## src/rtl/fifo_wr_arbiter_pkg.sv

```systemverilog
// Shared types and helpers for the FIFO write-port arbiter:
// state encoding, index-width helper and saturating increment.
package fifo_wr_arb_pkg;

  typedef enum logic [0:0] {
    ST_IDLE  = 1'b0,
    ST_BURST = 1'b1
  } state_t;

  function automatic int idx_width(input int n);
    return (n > 1) ? $clog2(n) : 1;
  endfunction

  function automatic logic [63:0] sat_inc(input logic [63:0] value, input logic [63:0] limit);
    logic [63:0] result;
    if (value >= limit) begin
      result = value;
    end else begin
      result = value + 64'd1;
    end
    return result;
  endfunction

endpackage

```

## src/rtl/fifo_wr_arbiter_if.sv

```systemverilog
// Requester streams plus FIFO write port and status of the write-port arbiter.
// master = requesters/FIFO side, slave = arbiter side.
interface fifo_wr_arbiter_if #(
  parameter int NUM_REQ    = 4,
  parameter int DATA_WIDTH = 8,
  parameter int CNT_WIDTH  = 16
);
  logic [NUM_REQ-1:0]            req_valid;
  logic [NUM_REQ*DATA_WIDTH-1:0] req_data;
  logic [NUM_REQ-1:0]            req_ready;
  logic                          full;
  logic                          winc;
  logic [DATA_WIDTH-1:0]         wdata;
  logic [NUM_REQ-1:0]            grant;
  logic                          busy;
  logic [CNT_WIDTH-1:0]          stall_cnt;

  modport master (
    output req_valid, req_data, full,
    input  req_ready, winc, wdata, grant, busy, stall_cnt
  );

  modport slave (
    input  req_valid, req_data, full,
    output req_ready, winc, wdata, grant, busy, stall_cnt
  );
endinterface

```

## src/rtl/fifo_wr_arbiter_rr_pick.sv

```systemverilog
// Rotating-priority picker: first set bit of valid at or above ptr, wrapping
// modulo NUM_REQ.
module rr_pick
  import fifo_wr_arb_pkg::*;
#(
  parameter int NUM_REQ = 4,
  parameter int IW      = idx_width(NUM_REQ)
) (
  input  logic [NUM_REQ-1:0] valid,
  input  logic [IW-1:0]      ptr,
  output logic               found,
  output logic [IW-1:0]      idx
);

  // Scan from the farthest offset down so the nearest valid index wins.
  always_comb begin
    logic [IW:0]   sum;
    logic [IW-1:0] j;
    found = 1'b0;
    idx   = '0;
    sum   = '0;
    j     = '0;
    for (int k = NUM_REQ - 1; k >= 0; k--) begin
      sum   = {1'b0, ptr} + (IW+1)'(k);
      j     = (sum >= (IW+1)'(NUM_REQ)) ? IW'(sum - (IW+1)'(NUM_REQ)) : IW'(sum);
      found = found | valid[j];
      idx   = valid[j] ? j : idx;
    end
  end

endmodule

```

## src/rtl/fifo_wr_arbiter.sv

```systemverilog
// Round-robin arbiter sharing the async-FIFO write port among NUM_REQ streams.
// Define FIFO_WR_ARB_BURST_EN to hold a grant for up to MAX_BURST transfers.
module fifo_wr_arbiter
  import fifo_wr_arb_pkg::*;
#(
  parameter int NUM_REQ    = 4,
  parameter int DATA_WIDTH = 8,
  parameter int MAX_BURST  = 4,
  parameter int CNT_WIDTH  = 16
) (
  input logic               wclk,
  input logic               rst,
  fifo_wr_arbiter_if.slave  bus
);

  localparam int IW = idx_width(NUM_REQ);
  localparam logic [CNT_WIDTH-1:0] CNT_MAX = '1;

  state_t               state;
  logic [NUM_REQ-1:0]   cur_grant;
  logic [IW-1:0]        owner;
  logic [IW-1:0]        rr_ptr;
  logic                 busy_flag;
  logic [CNT_WIDTH-1:0] stall_count;

  logic                 found;
  logic [IW-1:0]        pick_idx;
  logic [NUM_REQ-1:0]   pick_onehot;
  logic                 in_burst;
  logic                 owner_valid;
  logic                 winc_now;
  logic                 last_beat;
  logic                 release_now;
  logic                 stall_now;
  logic [IW-1:0]        next_ptr;
  logic [DATA_WIDTH-1:0] wdata_mux;

  rr_pick #(.NUM_REQ(NUM_REQ), .IW(IW)) u_pick (
    .valid (bus.req_valid),
    .ptr   (rr_ptr),
    .found (found),
    .idx   (pick_idx)
  );

  // One-hot form of the picked index for the grant register.
  always_comb begin
    pick_onehot = '0;
    for (int i = 0; i < NUM_REQ; i++) begin
      pick_onehot[i] = (pick_idx == IW'(i));
    end
  end

  // Data mux driven by the one-hot grant; zero while no owner is held.
  always_comb begin
    wdata_mux = '0;
    for (int i = 0; i < NUM_REQ; i++) begin
      wdata_mux = wdata_mux | ({DATA_WIDTH{cur_grant[i]}} & bus.req_data[i*DATA_WIDTH +: DATA_WIDTH]);
    end
  end

  // A word seen while reset is asserted is neither acknowledged nor written.
  assign in_burst    = (state == ST_BURST);
  assign owner_valid = |(bus.req_valid & cur_grant);
  assign winc_now    = in_burst & owner_valid & ~bus.full & ~rst;
  assign stall_now   = in_burst & owner_valid & bus.full;
  assign release_now = in_burst & ((winc_now & last_beat) | ~owner_valid);
  assign next_ptr    = (owner == IW'(NUM_REQ - 1)) ? '0 : owner + IW'(1);

`ifdef FIFO_WR_ARB_BURST_EN
  localparam int BW = idx_width(MAX_BURST);
  logic [BW-1:0] beat_cnt;

  assign last_beat = (beat_cnt == BW'(MAX_BURST - 1));

  // Transfers completed within the current grant.
  always_ff @(posedge wclk) begin
    if (rst) begin
      beat_cnt <= '0;
    end else if (release_now) begin
      beat_cnt <= '0;
    end else if (winc_now) begin
      beat_cnt <= beat_cnt + BW'(1);
    end else begin
      beat_cnt <= beat_cnt;
    end
  end
`else
  assign last_beat = 1'b1;
`endif

  // Arbitration FSM, grant/pointer registers and stall counter.
  always_ff @(posedge wclk) begin
    if (rst) begin
      state       <= ST_IDLE;
      cur_grant   <= '0;
      owner       <= '0;
      rr_ptr      <= '0;
      busy_flag   <= 1'b0;
      stall_count <= '0;
    end else begin
      case (state)
        ST_IDLE: begin
          if (found) begin
            state     <= ST_BURST;
            cur_grant <= pick_onehot;
            owner     <= pick_idx;
            busy_flag <= 1'b1;
          end
        end
        ST_BURST: begin
          if (release_now) begin
            state     <= ST_IDLE;
            cur_grant <= '0;
            busy_flag <= 1'b0;
            rr_ptr    <= next_ptr;
          end
        end
        default: begin
          state     <= ST_IDLE;
          cur_grant <= '0;
          busy_flag <= 1'b0;
        end
      endcase
      if (stall_now) begin
        stall_count <= CNT_WIDTH'(sat_inc(64'(stall_count), 64'(CNT_MAX)));
      end
    end
  end

  assign bus.req_ready = (in_burst & ~bus.full & ~rst) ? cur_grant : '0;
  assign bus.winc      = winc_now;
  assign bus.wdata     = wdata_mux;
  assign bus.grant     = cur_grant;
  assign bus.busy      = busy_flag;
  assign bus.stall_cnt = stall_count;

endmodule

```

## src/flat_wrapper.sv

```systemverilog
// flat-port wrapper written by rule: the top's interface ports become plain ports
module fifo_wr_arbiter_flat import fifo_wr_arb_pkg::*;
#(
  parameter int NUM_REQ    = 4,
  parameter int DATA_WIDTH = 8,
  parameter int MAX_BURST  = 4,
  parameter int CNT_WIDTH  = 16
)
  (wclk, rst, bus_req_valid, bus_req_data, bus_full, bus_req_ready, bus_winc, bus_wdata, bus_grant, bus_busy, bus_stall_cnt);
  fifo_wr_arbiter_if #(.NUM_REQ(NUM_REQ), .DATA_WIDTH(DATA_WIDTH), .CNT_WIDTH(CNT_WIDTH)) bus_i ();
  input logic wclk;
  input logic rst;
  input wire logic [$bits(bus_i.req_valid)-1:0] bus_req_valid;
  input wire logic [$bits(bus_i.req_data)-1:0] bus_req_data;
  input wire logic [$bits(bus_i.full)-1:0] bus_full;
  output wire logic [$bits(bus_i.req_ready)-1:0] bus_req_ready;
  output wire logic [$bits(bus_i.winc)-1:0] bus_winc;
  output wire logic [$bits(bus_i.wdata)-1:0] bus_wdata;
  output wire logic [$bits(bus_i.grant)-1:0] bus_grant;
  output wire logic [$bits(bus_i.busy)-1:0] bus_busy;
  output wire logic [$bits(bus_i.stall_cnt)-1:0] bus_stall_cnt;
  assign bus_i.req_valid = bus_req_valid;
  assign bus_i.req_data = bus_req_data;
  assign bus_i.full = bus_full;
  assign bus_req_ready = bus_i.req_ready;
  assign bus_winc = bus_i.winc;
  assign bus_wdata = bus_i.wdata;
  assign bus_grant = bus_i.grant;
  assign bus_busy = bus_i.busy;
  assign bus_stall_cnt = bus_i.stall_cnt;
  fifo_wr_arbiter #(.NUM_REQ(NUM_REQ), .DATA_WIDTH(DATA_WIDTH), .MAX_BURST(MAX_BURST), .CNT_WIDTH(CNT_WIDTH)) u_core (.wclk(wclk), .rst(rst), .bus(bus_i));
endmodule
```

## config.mk

```make
export PLATFORM = sky130hd
export DESIGN_NAME = fifo_wr_arbiter_flat
export DESIGN_NICKNAME = d
export VERILOG_FILES = /design/src/rtl/fifo_wr_arbiter_pkg.sv /design/src/rtl/fifo_wr_arbiter_if.sv /design/src/rtl/fifo_wr_arbiter_rr_pick.sv /design/src/rtl/fifo_wr_arbiter.sv /design/src/flat_wrapper.sv
export SDC_FILE = /design/constraint.sdc
export NUM_CORES = 1
export LEC_CHECK = 0
export CELL_PAD_IN_SITES_DETAIL_PLACEMENT = 1
export CELL_PAD_IN_SITES_GLOBAL_PLACEMENT = 1
export CORE_MARGIN = 3
export CORE_UTILIZATION = 29
export CTS_BUF_LIST = sky130_fd_sc_hd__clkbuf_8 sky130_fd_sc_hd__clkbuf_16
export CTS_CLUSTER_DIAMETER = 200
export CTS_CLUSTER_SIZE = 16
export DETAILED_ROUTE_END_ITERATION = 8
export PLACE_DENSITY = 0.87
export SLEW_MARGIN = 15
export SYNTH_ARGS = -nofsm -noshare
export SYNTH_HDL_FRONTEND = slang
export SYNTH_SLANG_ARGS = --single-unit
```

## constraint.sdc

```tcl
create_clock -name wclk -period 2 [get_ports wclk]
set_input_delay 0.2 -clock wclk [delete_from_list [all_inputs] [get_ports wclk]]
set_output_delay 0.2 -clock wclk [all_outputs]
set_load 0.01 [all_outputs]
```

==> impl_metrics.env <==
export IMPL_wl_per_cell_um=16.39
export IMPL_root_buffer="clkbuf_8"
export IMPL_hold_viol_final=0
export IMPL_max_freq_mhz=523.1
export IMPL_async_reset_ff_share_pct=0
export IMPL_portBuffers=72
export IMPL_grt_usage_pct=17.92
export IMPL_r2r_start="u_core.bus.stall_cnt[0]"
export IMPL_initial_core_util_pct=30.72
export IMPL_crit_path_start_kind="input port"
export IMPL_clkTransAtPathRegs_ns=0.10
export IMPL_crit_type="in -> out"
export IMPL_die_x_um=80.26
export IMPL_cts_tree="done"
export IMPL_min_period_ns=1.912
export IMPL_grt_setup_unrepaired="yes"
export IMPL_drt_pass1_iterations=4
export IMPL_diodes=0
export IMPL_clk_latency_ns=0.28
export IMPL_path_cells="clkdlybuf4s50_1 -> nor3b_4 -> buf_4 -> and2_1 -> clkdlybuf4s50_1"
export IMPL_postRouteAntennaNets=0
export IMPL_synth_area_leaders="dfxtp_1 33%, a22oi_1 8.0%, mux2_2 4.9%"
export IMPL_grt_pass1_vias=1933
export IMPL_worstMarginPinSlew_ns=0.3653
export IMPL_peakVddDrop_mv=0.3175
export IMPL_cp_max_fo=5
export IMPL_critPathMaxStageDelay_ns=0.54
export IMPL_rows=26
export IMPL_final_cells=351
export IMPL_layout_nets=323
export IMPL_antenna_found_initial=0
export IMPL_multiInputGateArea_um2=1021
export IMPL_synth_top_area_cell="dfxtp_1"
export IMPL_core_um2=5205
export IMPL_cap_violations=0
export IMPL_yosysWarningCount=0
export IMPL_clockBufferDepth=2
export IMPL_cts_sinks=26
export IMPL_drt_wl_total_um=5753
export IMPL_hold_buffers=0
export IMPL_htree_num_levels=1
export IMPL_status="completed"
export IMPL_seq_area_um2=521.8
export IMPL_vias=1865
export IMPL_grt_max_degree=37
export IMPL_min_path_type="reg -> reg"
export IMPL_drt_first_iter_violations=64
export IMPL_grt_pass1_wl_um=9273
export IMPL_slowest_stage="clkdlybuf4s50_1"
export IMPL_dieArea_um2=6441
export IMPL_relSlewSlack_pct=75.42
export IMPL_area_delta_synth_final_pct=65.18
export IMPL_cp_startpoint="bus_full"
export IMPL_seq_area_frac_synth_pct=32.55
export IMPL_synth_fp_nets=235
export IMPL_ys_seq_elements=26
export IMPL_grt_overflow_total=0
export IMPL_postLayoutCellArea_um2=2641
export IMPL_synth_top_area_share_pct=32.55
export IMPL_crit_top_cell="clkdlybuf4s50_1"
export IMPL_cp_end_kind="primary output"
export IMPL_ys_types=45
export IMPL_ff2ff_setup_slack_ns=0.14
export IMPL_leakage_uw=0.001002
export IMPL_syn_avg_cell_area_um2=8.242
export IMPL_ys_flop_type="dfxtp_1"
export IMPL_syn_cell_area_um2=1599
export IMPL_crit_required_ns=1.80
export IMPL_gp_congestion=0.7494
export IMPL_setup_viol=0
export IMPL_cp_depth=5
export IMPL_final_cell_mix="69 x clkdlybuf4s50_1, 25 x dfxtp_1, 24 x buf_4, 18 x nand2_1, 17 x a22oi_1"
export IMPL_timing_rr_end="u_core.bus.stall_cnt[13]"
export IMPL_p_per_area_nw_per_um2=530.3
export IMPL_postCtsSetupBuffers=0
export IMPL_crit_end="bus_req_ready[3]"
export IMPL_die_h_um=80.26
export IMPL_fillCellCount=619
export IMPL_dp_cells=347
export IMPL_syn_inst=194
export IMPL_pin_count=73
export IMPL_fin_worst_skew_ns=0.005252
export IMPL_cp_arrival_ns=1.71
export IMPL_drv_slew=0
export IMPL_numCtsBuffers=3
export IMPL_final_common_cell="clkdlybuf4s50_1"
export IMPL_path_buf_inv=3
export IMPL_fin_crit_sh_pct=95.59
export IMPL_setup_tns_final_ns=0
export IMPL_viasPerCell=5.313
export IMPL_crit_family="buffers and inverters"
export IMPL_placed_area_um2=2542
export IMPL_dp_hpwl_um=4341
export IMPL_drive_gt1_share_pct=15.66
export IMPL_reg2reg_depth=6
export IMPL_drc_errors=0
export IMPL_synth_edf_count=0
registers in the layout (all words and copies together) (netlist names):
register,flops
u_core.bus.busy,1
u_core.bus.grant,4
u_core.bus.stall_cnt,16
u_core.in_burst,1
u_core.owner,2
u_core.rr_ptr,2
metal layers:
layer	up-vias	part of all wire (%)	global-route usage (%)
li1	911	-	-
met1	914	41	20.11
met2	38	54	34.44
met3	2	4.5	3.924
met4	0	0.50	3.209
met5	-	0	0
cell families after synthesis:
logic type | count (synthesis) | synth area share, %
multiplexers | 9 | 6.182
adder cells (fa/ha/maj) | 2 | 1.565
AND/OR/NAND/NOR | 87 | 31.38
AO/OA/AOI/OAI | 53 | 23.55
flip-flops | 26 | 32.55
buffers and inverters | 17 | 4.774
worst min-delay path, cell delays in order (launching register included):
cell     delay, ns
dfxtp_1       0.33
nand2_1       0.06
a21oi_1       0.05
report_power, final:
part	internal, uW	leakage (uW)	switching, uW
Clock	268	0.0000357	180
Sequential	540	0.000211	20.0
Combinational	221	0.000755	172
cells in the mapped netlist, types with 3 or more instances:
cell and n:
mux2_2 7, and2_1 5, nor2b_1 10, clkbuf_1 7, nand2_1 18, nor2_1 13
dfxtp_1 26, buf_2 4, nand3_1 6, nor4_1 7, or4_1 7, a21oi_1 15
inv_1 3, o31ai_1 6, or3_1 4, a22oi_1 17
final cells by class:
type                            count  area share, %
Sequential cell                    26          19.75
Tap cell                           70          3.316
Inverter                            3         0.4263
Clock inverter                      1          1.137
Multi-Input combinational cell    151          38.65
Timing Repair Buffer               97          35.15
Clock buffer                        3          1.563
worst min path at each step:
stage	start	cells after the start	end
after floorplan	u_core.owner[1]	2	u_core.owner[1]
after global placement	u_core.owner[1]	2	u_core.owner[1]
after detailed placement	u_core.owner[1]	2	u_core.owner[1]
after CTS	u_core.owner[1]	2	u_core.owner[1]
after global routing	u_core.owner[1]	2	u_core.owner[1]
final	u_core.owner[1]	2	u_core.owner[1]
repair_timing:
action | 4_1_cts | 5_1_grt
endpoints found under the hold margin | 0 | 0
endpoints found under the setup margin | 0 | 6
resized for setup | 0 | 8
per-stage QoR:
step / setup WS [ns] / util (%) / power (uW) / hold WS, ns
2_1_floorplan: 0.1399 / - / 728.8 / 0.4400
3_3_place_gp: 0.02071 / 48.85 / 944.3 / 0.4467
3_5_place_dp: -0.04454 / 48.85 / 959.3 / 0.4749
4_1_cts: 0.02496 / 50.22 / 1401 / 0.4889
5_1_grt: 0.00004008 / 50.75 / 1468 / 0.5241
6_report: 0.08818 / 50.75 / 1401 / 0.4823
Power figures use the tool's default switching activity.
